[src/rtl/cache_mem_arbiter_if.sv]
// Bus bundle between the I-cache, D-cache, main memory and the arbiter.
// slave is the arbiter's view; master is the surrounding caches/memory view.
interface cache_mem_arbiter_if #(
    parameter int unsigned ADDR_W = 32,
    parameter int unsigned LINE_W = 128
);
    logic              i_read;
    logic              i_write;
    logic [ADDR_W-1:0] i_addr;
    logic [LINE_W-1:0] i_wdata;
    logic [LINE_W-1:0] i_rdata;
    logic              i_resp;

    logic              d_read;
    logic              d_write;
    logic [ADDR_W-1:0] d_addr;
    logic [LINE_W-1:0] d_wdata;
    logic [LINE_W-1:0] d_rdata;
    logic              d_resp;

    logic              m_read;
    logic              m_write;
    logic [ADDR_W-1:0] m_addr;
    logic [LINE_W-1:0] m_wdata;
    logic [LINE_W-1:0] m_rdata;
    logic              m_resp;

    logic [1:0]        grant;
    logic              err;

    modport slave (
        input  i_read, i_write, i_addr, i_wdata,
        output i_rdata, i_resp,
        input  d_read, d_write, d_addr, d_wdata,
        output d_rdata, d_resp,
        output m_read, m_write, m_addr, m_wdata,
        input  m_rdata, m_resp,
        output grant, err
    );

    modport master (
        output i_read, i_write, i_addr, i_wdata,
        input  i_rdata, i_resp,
        output d_read, d_write, d_addr, d_wdata,
        input  d_rdata, d_resp,
        input  m_read, m_write, m_addr, m_wdata,
        output m_rdata, m_resp,
        input  grant, err
    );
endinterface

[src/rtl/cache_mem_arbiter.sv]
// Round-robin arbiter sharing one main-memory port between the I-cache and D-cache,
// with a per-transaction response timeout and a sticky error flag.
module cache_mem_arbiter #(
    parameter int unsigned ADDR_W  = 32,
    parameter int unsigned LINE_W  = 128,
    parameter int unsigned TIMEOUT = 255
) (
    input  logic               clk,
    input  logic               rst,
    cache_mem_arbiter_if.slave bus
);
    localparam int unsigned      CNT_W    = 10;
    localparam logic [CNT_W-1:0] CNT_LAST = CNT_W'(TIMEOUT - 1);

    typedef enum logic [2:0] {
        IDLE,
        GRANT_I,
        GRANT_D,
        RELEASE,
        TIMEOUT_ERR
    } state_t;

    state_t            state;
    logic              owner_d;
    logic              last_d;
    logic              m_read_q;
    logic              m_write_q;
    logic [1:0]        grant_q;
    logic              err_q;
    logic [CNT_W-1:0]  cnt;
    logic [ADDR_W-1:0] addr_q;
    logic [LINE_W-1:0] wdata_q;

    logic              i_req;
    logic              d_req;
    logic              pick_d;
    logic              sel_write;
    logic [ADDR_W-1:0] sel_addr;
    logic [LINE_W-1:0] sel_wdata;
    logic [1:0]        grant_o;

    // Arbitration choice: D wins when alone, or in a conflict when I owned the port last.
    always_comb begin
        i_req     = bus.i_read | bus.i_write;
        d_req     = bus.d_read | bus.d_write;
        pick_d    = d_req & (~i_req | ~last_d);
        sel_write = pick_d ? bus.d_write : bus.i_write;
        sel_addr  = pick_d ? bus.d_addr  : bus.i_addr;
        sel_wdata = pick_d ? bus.d_wdata : bus.i_wdata;
    end

    always_ff @(posedge clk) begin
        if (rst) begin
            state     <= IDLE;
            owner_d   <= 1'b0;
            last_d    <= 1'b0;
            m_read_q  <= 1'b0;
            m_write_q <= 1'b0;
            grant_q   <= 2'b00;
            err_q     <= 1'b0;
            cnt       <= '0;
            addr_q    <= '0;
            wdata_q   <= '0;
        end else begin
            case (state)
                IDLE: begin
                    if (i_req | d_req) begin
                        state     <= pick_d ? GRANT_D : GRANT_I;
                        owner_d   <= pick_d;
                        last_d    <= pick_d;
                        m_write_q <= sel_write;
                        m_read_q  <= ~sel_write;
                        addr_q    <= sel_addr;
                        wdata_q   <= sel_wdata;
                        grant_q   <= pick_d ? 2'b10 : 2'b01;
                        cnt       <= '0;
                    end
                end
                GRANT_I, GRANT_D: begin
                    // A response on the final allowed cycle still completes normally.
                    if (bus.m_resp) begin
                        state     <= RELEASE;
                        m_read_q  <= 1'b0;
                        m_write_q <= 1'b0;
                        grant_q   <= 2'b00;
                    end else if (cnt == CNT_LAST) begin
                        state     <= TIMEOUT_ERR;
                        m_read_q  <= 1'b0;
                        m_write_q <= 1'b0;
                        grant_q   <= 2'b00;
                        err_q     <= 1'b1;
                    end else begin
                        cnt <= cnt + CNT_W'(1);
                    end
                end
                TIMEOUT_ERR: state <= RELEASE;
                RELEASE:     state <= IDLE;
                default:     state <= IDLE;
            endcase
        end
    end

    // Outputs are held quiet while rst is high, even before the reset edge lands.
    assign grant_o     = rst ? 2'b00 : grant_q;
    assign bus.grant   = grant_o;
    assign bus.err     = err_q;
    assign bus.m_read  = m_read_q & ~rst;
    assign bus.m_write = m_write_q & ~rst;
    assign bus.m_addr  = (grant_o != 2'b00) ? addr_q  : '0;
    assign bus.m_wdata = (grant_o != 2'b00) ? wdata_q : '0;

    assign bus.i_resp  = ~rst & (((state == GRANT_I) & bus.m_resp) |
                                 ((state == TIMEOUT_ERR) & ~owner_d));
    assign bus.d_resp  = ~rst & (((state == GRANT_D) & bus.m_resp) |
                                 ((state == TIMEOUT_ERR) & owner_d));
    assign bus.i_rdata = (grant_o == 2'b01) ? bus.m_rdata : '0;
    assign bus.d_rdata = (grant_o == 2'b10) ? bus.m_rdata : '0;
endmodule

[src/flat_wrapper.sv]
// flat-port wrapper written by rule: the top's interface ports become plain ports
module cache_mem_arbiter_flat 
#(
    parameter int unsigned ADDR_W  = 32,
    parameter int unsigned LINE_W  = 128,
    parameter int unsigned TIMEOUT = 255
)
  (clk, rst, bus_i_read, bus_i_write, bus_i_addr, bus_i_wdata, bus_i_rdata, bus_i_resp, bus_d_read, bus_d_write, bus_d_addr, bus_d_wdata, bus_d_rdata, bus_d_resp, bus_m_read, bus_m_write, bus_m_addr, bus_m_wdata, bus_m_rdata, bus_m_resp, bus_grant, bus_err);
  cache_mem_arbiter_if #(.ADDR_W(ADDR_W), .LINE_W(LINE_W)) bus_i ();
  input  logic clk;
  input  logic rst;
  input wire logic [$bits(bus_i.i_read)-1:0] bus_i_read;
  input wire logic [$bits(bus_i.i_write)-1:0] bus_i_write;
  input wire logic [$bits(bus_i.i_addr)-1:0] bus_i_addr;
  input wire logic [$bits(bus_i.i_wdata)-1:0] bus_i_wdata;
  output wire logic [$bits(bus_i.i_rdata)-1:0] bus_i_rdata;
  output wire logic [$bits(bus_i.i_resp)-1:0] bus_i_resp;
  input wire logic [$bits(bus_i.d_read)-1:0] bus_d_read;
  input wire logic [$bits(bus_i.d_write)-1:0] bus_d_write;
  input wire logic [$bits(bus_i.d_addr)-1:0] bus_d_addr;
  input wire logic [$bits(bus_i.d_wdata)-1:0] bus_d_wdata;
  output wire logic [$bits(bus_i.d_rdata)-1:0] bus_d_rdata;
  output wire logic [$bits(bus_i.d_resp)-1:0] bus_d_resp;
  output wire logic [$bits(bus_i.m_read)-1:0] bus_m_read;
  output wire logic [$bits(bus_i.m_write)-1:0] bus_m_write;
  output wire logic [$bits(bus_i.m_addr)-1:0] bus_m_addr;
  output wire logic [$bits(bus_i.m_wdata)-1:0] bus_m_wdata;
  input wire logic [$bits(bus_i.m_rdata)-1:0] bus_m_rdata;
  input wire logic [$bits(bus_i.m_resp)-1:0] bus_m_resp;
  output wire logic [$bits(bus_i.grant)-1:0] bus_grant;
  output wire logic [$bits(bus_i.err)-1:0] bus_err;
  assign bus_i.i_read = bus_i_read;
  assign bus_i.i_write = bus_i_write;
  assign bus_i.i_addr = bus_i_addr;
  assign bus_i.i_wdata = bus_i_wdata;
  assign bus_i_rdata = bus_i.i_rdata;
  assign bus_i_resp = bus_i.i_resp;
  assign bus_i.d_read = bus_d_read;
  assign bus_i.d_write = bus_d_write;
  assign bus_i.d_addr = bus_d_addr;
  assign bus_i.d_wdata = bus_d_wdata;
  assign bus_d_rdata = bus_i.d_rdata;
  assign bus_d_resp = bus_i.d_resp;
  assign bus_m_read = bus_i.m_read;
  assign bus_m_write = bus_i.m_write;
  assign bus_m_addr = bus_i.m_addr;
  assign bus_m_wdata = bus_i.m_wdata;
  assign bus_i.m_rdata = bus_m_rdata;
  assign bus_i.m_resp = bus_m_resp;
  assign bus_grant = bus_i.grant;
  assign bus_err = bus_i.err;
  cache_mem_arbiter #(.ADDR_W(ADDR_W), .LINE_W(LINE_W), .TIMEOUT(TIMEOUT)) u_core (.clk(clk), .rst(rst), .bus(bus_i));
endmodule
[config.mk]
export PLATFORM = sky130hd
export DESIGN_NAME = cache_mem_arbiter_flat
export DESIGN_NICKNAME = d
export VERILOG_FILES = /design/src/rtl/cache_mem_arbiter_if.sv /design/src/rtl/cache_mem_arbiter.sv /design/src/flat_wrapper.sv
export SDC_FILE = /design/constraint.sdc
export NUM_CORES = 1
export LEC_CHECK = 0
export ABC_CLOCK_PERIOD_IN_PS = 2200
export CAP_MARGIN = 25
export CORE_AREA = 5 5 338 340
export CTS_CLUSTER_DIAMETER = 200
export CTS_CLUSTER_SIZE = 8
export DETAILED_ROUTE_END_ITERATION = 8
export DIE_AREA = 0 0 343 345
export HOLD_SLACK_MARGIN = 0.03
export PLACE_DENSITY_LB_ADDON = 0.3
export SLEW_MARGIN = 25
export SYNTH_ARGS = -nofsm -noshare
export SYNTH_HDL_FRONTEND = slang
export SYNTH_SLANG_ARGS = --single-unit
export TNS_END_PERCENT = 100
[constraint.sdc]
create_clock -name clk -period 2.2 [get_ports clk]
set_input_delay 0.44 -clock clk [delete_from_list [all_inputs] [get_ports clk]]
set_output_delay 0.44 -clock clk [all_outputs]
set_load 0.02 [all_outputs]
==> summary.txt, run 1 <==
Placement
  • Final Wtd Congestion: 0.873
  • Placed cell areas: between 20,000 and 25,000 µm²
  • Dpl hpwl: just under 80,000 µm
  • Placed Cells: 3,890
  • Post-Place Worst Slack: -0.442 ns
  • Port Buffers: between 800 and 900

GRT
  • Remaining global-route overflow: 0
  • First-pass GRT wire length: about 120,000 µm
  • Total track usage: 0.151
  • Largest net degree at the start of global routing: about 120
  • Initial antenna violation count: between 40 and 50
  • Vias in the first global route: between 10,000 and 15,000

STA
  • Tmin final: approximately 2.4 ns
  • Clock Skews: about 0.009 ns
  • Final Hold Violating Endpoints: 0
  • Worst-Margin Slew: 0.715 ns
  • # setup viols final: between 300 and 400
  • Max Freq: 0.408 GHz
  • Total Neg Setup Slack: -47.87 ns
  • Fin crit share: 1.11
  • Rel. slew slack: 0.523
  • Fin. max-slew vios: 0
  • RSZ-0062 raised after global routing: yes
  • Final worst slack: -0.248 ns

Critical path
  • CP max stage delay: 0.36 ns
  • CP top delay family: buffers and inverters
  • CP arrival: about 2 ns
  • WP buf/inv: 7
  • Crit path kind: reg2out
  • Crit-path cells: nand2_4, inv_4, nor2_4, buf_12, buf_16, buf_12, buf_12, clkbuf_16, nor2b_1, buf_4
  • Critical path's slowest cell: dfxtp_2
  • Critical Path End Type: output pin
  • Max Fanout on Critical Path: 8
  • CP startpoint kind: register
  • Most frequent cell on the critical path: buf_12
  • CP required: approximately 1.8 ns

Clock network
  • CTS tree: yes
  • H-tree Lvls: 4
  • Clock Tree Buf Depth: 2
  • TritonCTS buffer count: 17
  • Root Driver: clkbuf_16
  • Reg clk slew, reported paths: ~0.070 ns
  • CTS Sinks: between 150 and 200
  • Worst-Skew Late Latency: 0.50 ns

Floorplan
  • Core ar.: ~110,000 µm²
  • Die height: around 350 µm
  • Initial core utilization: 0.0964
  • Die area: approximately 120,000 µm²
  • I/O pin count: approximately 880
  • FP Rows: ~120
  • Die span in x: roughly 340 µm

Synthesis
  • Mapped Cells: around 1,500
  • Post-synth top flop: dfxtp_1
  • Post-synth net total: 1,953
  • Sequential share of the synthesized area: 0.334
  • Post-synthesis register bit count: around 180
  • Yosys cell types: 50
  • Number of synthesis warnings: 0
  • Number of synthesized flops with an enable pin: 0
  • Asr flop ratio synth: 0
  • Cell Area, Synth: around 11,000 µm²
  • Syn_area_per_cell: 7.17 µm²

Routing
  • Via density: between 3 and 4
  • Drt wl/cell: about 24 µm
  • Vias: 14,600
  • Drt drc: 0
  • Drt total wl: between 90,000 and 100,000 µm
  • DR iter-0 viols: roughly 700
  • Routed Antenna Nets: 0
  • DR pass1 iterations: 5

Cells and area
  • Layout Cells excl Fill: ~4,000
  • Nets: ~2,900
  • Area grow syn2layout: 132%
  • Share of post-route cells with drive strength above 1: 0.321
  • Design Area, Final: ~25,000 µm²

Power and ir drop
  • VDD IR max: between 600 and 700 µV
  • Power after layout: about 25 mW
  • Power Dens Cells: 1020 nW/µm²
  • Leakage: slightly above 10 nW

Run status
  • Status: finished, violations left
  • Failing checks: negative setup slack

Hold path
  • Hold Crit Class: in2reg

Run
  • Maximum capacitance violations: 0
worst reg2reg max path: stages (launching register included):
cell      delay, ns
dfxtp_1        0.36
inv_1          0.08
ha_1           0.16
nand4b_1       0.19
or3_1          0.48
a21oi_2        0.27
mux2_2         0.36
logic make-up (layout without fill, tap and decap cells):
| group | Yosys count | count (layout) | share of synthesized area |
|---|---|---|---|
| compound gates | 202 | 202 | 0.158 |
| xor+xnor | 1 | 1 | 0.000817 |
| fa+ha+maj | 2 | 2 | 0.00233 |
| buf+inv | 150 | 1148 | 0.0572 |
| flops | 179 | 179 | 0.334 |
| mux | 3 | 3 | 0.00292 |
| other cells | 0 | 11 | 0 |
| simple gates | 959 | 959 | 0.445 |
routing by layer:
| metal | share of wire | global-route usage | vias to the layer above |
|---|---|---|---|
| met2 | 0.47 | 0.253 | 610 |
| met4 | 0.021 | 0.0334 | 32 |
| met1 | 0.41 | 0.179 | 6842 |
| met3 | 0.092 | 0.0618 | 121 |
| met5 | 0.0023 | 0 | - |
| li1 | - | - | 7010 |
cells in the mapped netlist, drive strengths merged (2+ instances only):
master / instances / area share
a211oi: 4 / 0.0028
a21oi: 11 / 0.0055
a22oi: 2 / 0.0014
a311oi: 163 / 0.13
and2: 256 / 0.15
and3: 3 / 0.0018
and4: 2 / 0.0016
buf: 42 / 0.019
clkbuf: 101 / 0.035
dfxtp: 179 / 0.33
ha: 2 / 0.0023
inv: 7 / 0.0024
mux2i: 2 / 0.0019
nand2: 330 / 0.12
nand2b: 2 / 0.0012
nand3: 5 / 0.0023
nand4: 3 / 0.0018
nor2: 174 / 0.061
nor2b: 162 / 0.094
nor3: 6 / 0.0033
nor3b: 2 / 0.0014
nor4: 3 / 0.0018
o21ai: 6 / 0.0028
o311ai: 3 / 0.0025
o31ai: 2 / 0.0014
o32ai: 2 / 0.0016
o41ai: 3 / 0.0025
or3: 3 / 0.0022
or4: 3 / 0.0021
cells in the final DEF (no fill, tap or decap), drive strengths merged, types with 14 or more instances in the layout:
master / Yosys / layout
dlygate4sd2: 0 / 14
clkdlybuf4s50: 0 / 455
dfxtp: 179 / 179
nor2: 174 / 174
nand2: 330 / 330
clkdlybuf4s15: 0 / 57
clkbuf: 101 / 71
and2: 256 / 256
buf: 42 / 527
a311oi: 163 / 163
nor2b: 162 / 162
where the power goes:
part	internal, mW	switching, mW	leakage, nW
Combinational	7.97	8.28	8.48
Sequential	4.71	1.00	1.49
Clock	1.93	1.61	0.305
state kept, by name (all words and copies together) (netlist names):
name and count:
u_core.bus.err 1, u_core.m_write_q 1, u_core.m_read_q 1, u_core.addr_q 32, u_core.cnt 10, u_core.wdata_q 128
u_core.grant_q 2, u_core.state 3, u_core.owner_d 1
worst paths after layout:
path	startpoint	end	slack (ns)	cells after the start
hold / removal	rst	u_core.grant_q[0]	0.32	4
hold reg to reg	u_core.cnt[9]	u_core.cnt[9]	0.47	1
setup / recovery	u_core.grant_q[0]	bus_m_wdata[80]	-0.25	10
setup reg to reg	u_core.cnt[0]	u_core.m_write_q	0.21	6
layout make-up:
class / count / area, µm²
Multi-Input combinational cell: 1167 / 7100
Clock inverter: 13 / 196
Fill cell: 12500 / 86400
Sequential cell: 179 / 3590
Inverter: 7 / 31.3
Clock buffer: 19 / 433
Antenna cell: 11 / 27.5
Tap cell: 1500 / 1880
Timing Repair Buffer: 1109 / 11700
through the flow:
step / hold WS, ns / utilization
after floorplan: 0.427 / -
after global placement: 0.457 / 0.204
after detailed placement: 0.457 / 0.204
after CTS: 0.246 / 0.218
after global routing: 0.292 / 0.224
final: 0.317 / 0.224
timing repair:
action	in CTS	in global routing
gates resized for setup	710	802
gates cloned	11	12
endpoints found under the setup margin	417	419
hold buffers	0	0
setup buffers	27	31
pin swaps	0	10
No activity file was read; power rests on OpenSTA's default activity.
==> run 2, diff against run 1 <==
--- a/config.mk
+++ b/config.mk
@@ -5,9 +5,9 @@
 export SDC_FILE = /design/constraint.sdc
 export NUM_CORES = 1
 export LEC_CHECK = 0
-export ABC_CLOCK_PERIOD_IN_PS = 2200
+export ABC_CLOCK_PERIOD_IN_PS = 2370
 export CAP_MARGIN = 25
-export CORE_AREA = 5 5 338 340
+export CORE_AREA = 8 8 335 337
 export CTS_CLUSTER_DIAMETER = 200
 export CTS_CLUSTER_SIZE = 8
 export DETAILED_ROUTE_END_ITERATION = 8
==> constraint.sdc (replaced) <==
create_clock -name clk -period 2.37 [get_ports clk]
set_input_delay 0.474 -clock clk [delete_from_list [all_inputs] [get_ports clk]]
set_output_delay 0.474 -clock clk [all_outputs]
set_load 0.02 [all_outputs]
==> run 2 against run 1 <==
  * Cell area down 5.0%
  * Sequential power down 7.0%
  * First-iteration DRC count up 3.0%
  * Final cell count down 3.4%
  * The flow still finishes with violations (negative setup slack)
  * Worst hold slack worse by 0.0029 ns
  * Total power down 12%
==> summary.txt, run 2 (synthesis results as in run 1) <==
Run status
  • Status: finished, violations left
  • Failing checks: negative setup slack

Critical path
  • Crit path launch: u_core.grant_q[0]
  • CP top delay family: buffers and inverters
  • R2R Setup Slk: 0.38 ns
  • FF-to-FF path depth: 6
  • WP buf/inv: 7
  • Crit path kind: reg2out
  • Critical path's slowest cell: dfxtp_2
  • Max Fanout on Critical Path: 7
  • RR Endpoint: u_core.addr_q[24]
  • CP required: 1.90 ns
  • CP arrival: roughly 2 ns
  • Crit-path cells: nand2_4, inv_4, nor2_4, buf_6, buf_12, buf_12, buf_16, buf_8, nor2b_4, buf_12
  • FF-to-FF Start: u_core.state[0]
  • Most frequent cell on the critical path: buf_12
  • CP startpoint kind: register
  • CP max stage delay: 0.35 ns
  • Levels on crit path: 10
  • Crit path capture: bus_m_wdata[71]
  • Critical Path End Type: output pin

Hold path
  • Hold Crit Class: in2reg

Routing
  • Vias: 14,300
  • DR pass1 iterations: 5
  • Drt total wl: roughly 86,000 µm
  • Drt drc: 0
  • Drt wl/cell: approximately 22 µm
  • DR iter-0 viols: between 700 and 800
  • Routed Antenna Nets: 0
  • Via density: between 3 and 4

Clock network
  • Clock Tree Buf Depth: 2
  • Root Driver: clkbuf_16
  • Worst-Skew Late Latency: roughly 0.5 ns
  • Reg clk slew, reported paths: 0.08 ns
  • CTS tree: yes
  • H-tree Lvls: 4
  • CTS Hold Bufs: 0
  • TritonCTS buffer count: 17
  • CTS Sinks: between 150 and 200

Floorplan
  • Die span in x: roughly 340 µm
  • FP Rows: 120
  • Initial core utilization: 0.101
  • Die area: about 120,000 µm²
  • Die height: about 350 µm
  • Core ar.: about 110,000 µm²
  • I/O pin count: 878

GRT
  • Total track usage: 0.136
  • Remaining global-route overflow: 0
  • Vias in the first global route: between 10,000 and 15,000
  • Initial antenna violation count: 17
  • Largest net degree at the start of global routing: 69
  • First-pass GRT wire length: 115,000 µm

Power and ir drop
  • Internal power: ~13 mW
  • VDD IR max: between 500 and 600 µV
  • Power Dens Cells: approximately 940 nW/µm²
  • Clk pwr share: 0.136
  • Leakage: about 10 nW
  • Sw frac: 0.438
  • P_sw: a little under 10 mW
  • Seq pwr share: 0.238
  • Logic pwr share: 0.626
  • Power after layout: approximately 22 mW

Cells and area
  • Nets: 2,904
  • Layout Cells excl Fill: 3,870
  • Max reg flops: roughly 130
  • Most flops, register: u_core.wdata_q
  • Design Area, Final: approximately 24,000 µm²
  • Share of post-route cells with drive strength above 1: 0.299
  • Most frequent cells in the layout: clkdlybuf4s50_1, nand2_1, buf_4
  • Biggest regs: u_core.wdata_q (128), u_core.addr_q (32), u_core.cnt (10)
  • Commonest non-fill, non-tap cell in the layout: clkdlybuf4s50_1
  • Area grow syn2layout: 121%
  • Fill count: about 12,000

STA
  • Worst-Margin Slew: about 0.9 ns
  • Fin. max-slew vios: 0
  • Total Neg Setup Slack: -0.814 ns
  • Worst hold margin: approximately 0.31 ns
  • Clock Skews: 0.0169 ns
  • Rel. slew slack: 0.391
  • RSZ-0062 raised after global routing: yes
  • # setup viols final: 45
  • Final Hold Violating Endpoints: 0
  • Fin crit share: 1.02
  • Final worst slack: -0.0547 ns
  • Max Freq: around 0.41 GHz
  • Tmin final: ~2.4 ns

Run
  • Maximum capacitance violations: 0

Placement
  • Placed Cells: 3,784
  • Final Wtd Congestion: 0.897
  • Port Buffers: roughly 880
  • Dpl hpwl: approximately 70,000 µm
  • Placed cell areas: about 22,000 µm²
-- run 2: cell types whose count changed in the layout (fill, tap and decap cells not counted), moves of 16 or more --
cell             before  now
clkdlybuf4s15_2      54    6
clkbuf_2             42  103
nor2b_2              21    5
dlygate4sd2_1        14   31
buf_4               271  192
nor2b_1              97  127
buf_2                18   49
-- run 2: cell type report --
cell class,instances,area [µm²],share of cell area
clock inverter,14,138,0.00581
clock buffer,18,439,0.0186
multi-input combinational,1167,6980,0.295
antenna,7,17.5,0.000740
inverter,7,28.8,0.00122
sequential,179,3590,0.152
tap,1403,1760,0.0742
timing repair buffer,1075,10700,0.453
-- run 2: worst min-delay path by stage --
stage / startpoint / end / slack [ns] / cells after the start
5_1_grt: rst / u_core.grant_q[0] / 0.30 / 4
3_5_place_dp: u_core.cnt[9] / u_core.cnt[9] / 0.46 / 1
6_report: rst / u_core.grant_q[0] / 0.31 / 4
3_3_place_gp: u_core.bus.err / u_core.bus.err / 0.47 / 2
2_1_floorplan: u_core.cnt[9] / u_core.cnt[9] / 0.43 / 1
4_1_cts: rst / u_core.grant_q[0] / 0.24 / 4
-- run 2: worst register-to-register path: stages, from the launching register on --
cell	delay, ns
dfxtp_1	0.40
or3_4	0.43
nor2_4	0.26
buf_12	0.25
buf_12	0.25
nor2_1	0.05
a311oi_1	0.26
-- run 2: through the flow --
stage	utilization	setup WS [ns]
6_report	0.222	-0.0547
5_1_grt	0.222	-0.161
4_1_cts	0.216	-0.191
3_5_place_dp	0.211	-0.307
3_3_place_gp	0.211	-0.293
2_1_floorplan	-	-0.0542
-- run 2: metal layers --
layer / global-route usage / routed length, µm / vias to the layer above
li1: - / - / 6936
met1: 0.171 / 37800 / 6669
met2: 0.223 / 39500 / 579
met3: 0.0461 / 7180 / 72
met4: 0.0272 / 1430 / 14
met5: 0 / 83 / -
-- run 2: timing repair --
item | in CTS | in global routing
buffers inserted | 13 | 18
gates cloned | 9 | 12
pin swaps | 3 | 24
resized for setup | 966 | 698
endpoints found under the setup margin | 391 | 366
-- run 2: power by group through the flow --
stage | registers (mW) | clock network (mW) | logic (mW)
finish | 5.31 | 3.04 | 14.0
CTS | 5.34 | 3.21 | 13.1
global route | 5.49 | 3.29 | 15.0
detailed placement | 5.38 | 0 | 12.9
global placement | 5.42 | 0 | 12.9
floorplan | 4.83 | 0 | 6.55
==> run 3, diff against run 2 <==
--- a/config.mk
+++ b/config.mk
@@ -7,11 +7,11 @@
 export LEC_CHECK = 0
 export ABC_CLOCK_PERIOD_IN_PS = 2370
 export CAP_MARGIN = 25
-export CORE_AREA = 8 8 335 337
+export CORE_AREA = 8 8 331 333
 export CTS_CLUSTER_DIAMETER = 200
 export CTS_CLUSTER_SIZE = 8
 export DETAILED_ROUTE_END_ITERATION = 8
-export DIE_AREA = 0 0 343 345
+export DIE_AREA = 0 0 339 341
 export HOLD_SLACK_MARGIN = 0.03
 export PLACE_DENSITY_LB_ADDON = 0.3
 export SLEW_MARGIN = 25
==> run 3 against run 2 <==
  * The flow now finishes without violations
  * Wire length down 0.40%
  * Flip-flop and latch count unchanged
  * Clock power about the same
  * Fmax up 3.2%
  * Register-to-register slack better by 0.03 ns
  * Sequential share of layout area up 0.79 points
  * Critical path type unchanged
  * Largest power group unchanged
==> summary.txt, run 3 (synthesis results as in run 1) <==
Power and ir drop
  • Leakage: slightly below 10 nW
  • VDD IR max: between 400 and 500 µV
  • Power after layout: approximately 21 mW
  • Power Dens Cells: 946 nW/µm²

Critical path
  • Critical Path End Type: output pin
  • Crit path kind: reg2out
  • CP startpoint kind: register
  • CP required: around 1.9 ns
  • FF-to-FF Start: u_core.state[0]
  • Critical path's slowest cell: dfxtp_2
  • CP arrival: 1.88 ns
  • Crit path launch: u_core.grant_q[1]
  • Crit-path cells: buf_4, nor2_4, buf_12, buf_4, buf_6, and2_1, buf_4
  • CP max stage delay: 0.35 ns
  • CP top delay family: buffers and inverters
  • Most frequent cell on the critical path: buf_4
  • Max Fanout on Critical Path: 15
  • WP buf/inv: 5

Cells and area
  • Most flops, register: u_core.wdata_q
  • Nets: about 2,900
  • Fill count: about 12,000
  • Max reg flops: between 100 and 150
  • Register area: around 3600 µm²
  • Area grow syn2layout: 110%
  • Commonest non-fill, non-tap cell in the layout: clkdlybuf4s50_1
  • Most frequent cells in the layout: clkdlybuf4s50_1, nand2_1, and2_1
  • Biggest regs: u_core.wdata_q (128), u_core.addr_q (32), u_core.cnt (10)
  • Area of the multi-input gates: around 6700 µm²
  • Share of post-route cells with drive strength above 1: 0.275
  • Final core utilization: 0.216

Clock network
  • TritonCTS buffer count: 17
  • H-tree Lvls: 4
  • Worst-Skew Late Latency: about 0.51 ns
  • CTS tree: yes
  • Reg clk slew, reported paths: approximately 0.090 ns
  • CTS Hold Bufs: 0
  • Clock Tree Buf Depth: 2
  • Root Driver: clkbuf_16
  • CTS Sinks: approximately 180

STA
  • Rel. slew slack: 0.435
  • Clock Skews: 0.0297 ns
  • Fin. max-slew vios: 0
  • Worst-Margin Slew: approximately 0.85 ns
  • Max Freq: between 0.4 and 0.5 GHz
  • RSZ-0062 raised after global routing: yes
  • Fin crit share: 0.992
  • Final Hold Violating Endpoints: 0
  • # setup viols final: 0
  • Tmin final: roughly 2.4 ns

Floorplan
  • Initial core utilization: 0.103
  • Die height: between 300 and 400 µm
  • Die area: around 120,000 µm²
  • FP Rows: ~120
  • I/O pin count: 878
  • Die span in x: about 340 µm
  • Core ar.: 104,000 µm²

Routing
  • DR iter-0 viols: between 700 and 800
  • Drt wl/cell: 22.3 µm
  • Routed Antenna Nets: 0
  • Drt drc: 0
  • Drt total wl: roughly 86,000 µm
  • Via density: ~3.6
  • Vias: around 14,000
  • DR pass1 iterations: 7

GRT
  • Total track usage: 0.141
  • Vias in the first global route: around 14,000
  • First-pass GRT wire length: roughly 120,000 µm
  • Remaining global-route overflow: 0
  • Initial antenna violation count: 22
  • Largest net degree at the start of global routing: around 120

Placement
  • Port Buffers: just under 900
  • Final Wtd Congestion: ~0.86
  • Dpl hpwl: 71,100 µm

Hold path
  • Hold Crit Class: in2reg
  • HP Start: rst

Run status
  • Status: finished clean

Run
  • Maximum capacitance violations: 0
## run 3: cell count changes in the layout (fill, tap and decap cells not counted), moves of 9 or more
cell,previous run,this run
and2_1,189,220
and2_4,66,35
buf_12,74,87
buf_2,49,58
buf_4,192,165
buf_6,130,50
buf_8,11,2
clkbuf_2,103,214
diode_2,7,16
dlygate4sd2_1,31,13
nor2b_1,127,161
nor2b_4,30,0
## run 3: routing by layer
metal | vias up | GRT usage | part of all wire
met5 | - | 0 | 0.00047
met4 | 6 | 0.0457 | 0.022
met3 | 71 | 0.0494 | 0.078
met2 | 599 | 0.216 | 0.45
met1 | 6425 | 0.184 | 0.45
li1 | 6888 | - | -
## run 3: metrics by stage
step           TNS, ns  instances  setup WS, ns  hold slack, ns  cell area, µm²
2_1_floorplan    -5.42       1496       -0.0542           0.427           10700
3_3_place_gp    -53.67       3764        -0.241           0.474           22600
3_5_place_dp    -56.15       3764        -0.251           0.474           22600
4_1_cts         -40.33       3820        -0.212           0.292           23100
5_1_grt          -5.79       3844        -0.121           0.324           22500
6_report             0       3848        0.0199           0.348           22500
## run 3: final timing paths
path                                          end  slack, ns  cells past startpoint
worst max-delay path              bus_i_rdata[29]       0.02                      7
worst min-delay path            u_core.grant_q[0]       0.35                      4
worst max register to register      u_core.cnt[1]       0.41                      4
worst min register to register     u_core.bus.err       0.49                      2
## run 3: area by class of cell
type	count	area share
Antenna cell	16	0.00178
Timing Repair Buffer	1056	0.438
Inverter	7	0.00117
Clock inverter	14	0.00623
Tap cell	1391	0.0774
Sequential cell	179	0.159
Clock buffer	18	0.0195
Multi-Input combinational cell	1167	0.296
## run 3: timing repair
item	CTS	global route
endpoints found under the setup margin	378	359
gates resized for setup	773	614
pin swaps	4	8
gates cloned	7	3
buffers inserted	17	13
## run 3: tightest hold or removal path, stage by stage
cell and delay, ns:
buf_6 0.10, inv_2 0.07, nand2_4 0.09, o21ai_0 0.08
## run 3: power breakdown
part	switching (mW)	internal [mW]	total, mW
clock	1.62	1.43	3.04
combinational	6.83	5.92	12.8
sequential	1.11	4.37	5.47
==> RTL change, RTL diff (config.mk and constraints of run 3) <==
`LINE_W` is set to 128 in 3 places; all go to 120.
--- a/src/rtl/cache_mem_arbiter_if.sv
+++ b/src/rtl/cache_mem_arbiter_if.sv
@@ -3,5 +3,5 @@
 interface cache_mem_arbiter_if #(
     parameter int unsigned ADDR_W = 32,
-    parameter int unsigned LINE_W = 128
+    parameter int unsigned LINE_W = 120
 );
     logic              i_read;
--- a/src/rtl/cache_mem_arbiter.sv
+++ b/src/rtl/cache_mem_arbiter.sv
@@ -3,5 +3,5 @@
 module cache_mem_arbiter #(
     parameter int unsigned ADDR_W  = 32,
-    parameter int unsigned LINE_W  = 128,
+    parameter int unsigned LINE_W  = 120,
     parameter int unsigned TIMEOUT = 255
 ) (
--- a/src/flat_wrapper.sv
+++ b/src/flat_wrapper.sv
@@ -3,5 +3,5 @@
 #(
     parameter int unsigned ADDR_W  = 32,
-    parameter int unsigned LINE_W  = 128,
+    parameter int unsigned LINE_W  = 120,
     parameter int unsigned TIMEOUT = 255
 )
Ports: changed (6 resized); port bits go from 878 to 830. The function was not compared with the original's and may differ.
==> RTL change against run 3 <==
  * The run now ends with setup timing left
  * Synthesized area shrank 3.8%
  * Synthesized cell count fell by 4.8%
  * Routed wire length decreased by 3.5%
  * Die area did not move
  * Critical path depth rose by 3
  * Non-clock buffer count is 53 lower
  * Final area hardly changed
  * Worst setup slack got worse by 130 ps
  * Sequential cell count fell by 8
  * Power fell by 1.5%
  * Critical path type unchanged
==> RTL change: results <==
export IMPL_status="finished with violations"
export IMPL_violations="setup timing"
export IMPL_synth_cell_types=51
export IMPL_place_congestion=0.817
export IMPL_dr_wl_met2_um=39400
export IMPL_wl_per_cell_um=22.2
export IMPL_rr_endpoint="u_core.cnt[2]"
export IMPL_syn_num_nets=1857
export IMPL_fillCellCount=11700
export IMPL_use_met3_pct=6.50
export IMPL_ff2ff_setup_slack_ps=360
export IMPL_worst_pin_slew_ps=998
export IMPL_antenna_found_initial=48
export IMPL_crit_fanout=8
export IMPL_grt_max_degree=129
export IMPL_num_nets_final=2743
export IMPL_viasPerCell=3.64
export IMPL_dp_hpwl_um=68200
export IMPL_r2r_cells=7
export IMPL_drt_iter0_drc=608
export IMPL_grt_usage_pct=13.1
export IMPL_vdd_drop_max_mv=0.381
export IMPL_power_switching_w=0.00932
export IMPL_reg_top3="u_core.wdata_q x120, u_core.addr_q x32, u_core.cnt x10"
export IMPL_drt_met1_wl_um=31300
export IMPL_ys_top_cells_by_count="316 x nand2_1, 240 x and2_1, 171 x dfxtp_1"
export IMPL_setup_violations_final=114
export IMPL_cts_setup_buffers=4
export IMPL_fin_worst_skew_ps=18.5
export IMPL_whs_ps=439
export IMPL_finalWorstSetupSlack_ps=-115
## RTL change: changes by cell type after synthesis, sizes merged, moves of 13 or more
cell | run 3 | this run
clkbuf | 101 | 88
and2b | 0 | 24
and2 | 256 | 240
nand2 | 330 | 316
nor2b | 162 | 130
## RTL change: cell type report
type	count	area share (%)
Inverter	5	0.0834
Clock inverter	15	0.795
Multi-Input combinational cell	1112	29.4
Clock buffer	17	1.89
Tap cell	1391	7.74
Timing Repair Buffer	1003	44.8
Antenna cell	4	0.0445
Sequential cell	171	15.2
## RTL change: through the flow
stage | setup WS [ps] | total power [W] | std cells | cell area, um2 | utilization (%)
final | -115 | 0.0210 | 3718 | 22500 | 21.6
after global routing | -211 | 0.0224 | 3718 | 22500 | 21.6
after CTS | -186 | 0.0202 | 3667 | 21500 | 20.6
after detailed placement | -303 | 0.0174 | 3630 | 21100 | 20.3
after global placement | -338 | 0.0174 | 3630 | 21100 | 20.3
after floorplan | 19.8 | 0.0109 | 1424 | 10300 | -
## RTL change: cells by family after synthesis
| logic type | synth area share (%) |
|---|---|
| simple gates | 44.2 |
| fa+ha+maj | 0.243 |
| compound gates | 15.9 |
| mux | 0.303 |
| xor+xnor | 0.0849 |
| flops | 33.2 |
| buf+inv | 6.08 |
## RTL change: worst max-delay path by stage
| stage | from | end | slack, ps | depth (start not counted) |
|---|---|---|---|---|
| floorplan | rst | bus_m_addr[11] | 20 | 8 |
| global placement | rst | bus_d_rdata[60] | -340 | 9 |
| detailed placement | rst | bus_d_rdata[60] | -300 | 9 |
| CTS | u_core.grant_q[0] | bus_i_rdata[117] | -190 | 7 |
| global route | u_core.grant_q[1] | bus_d_rdata[57] | -210 | 10 |
| finish | u_core.grant_q[1] | bus_d_rdata[79] | -110 | 10 |
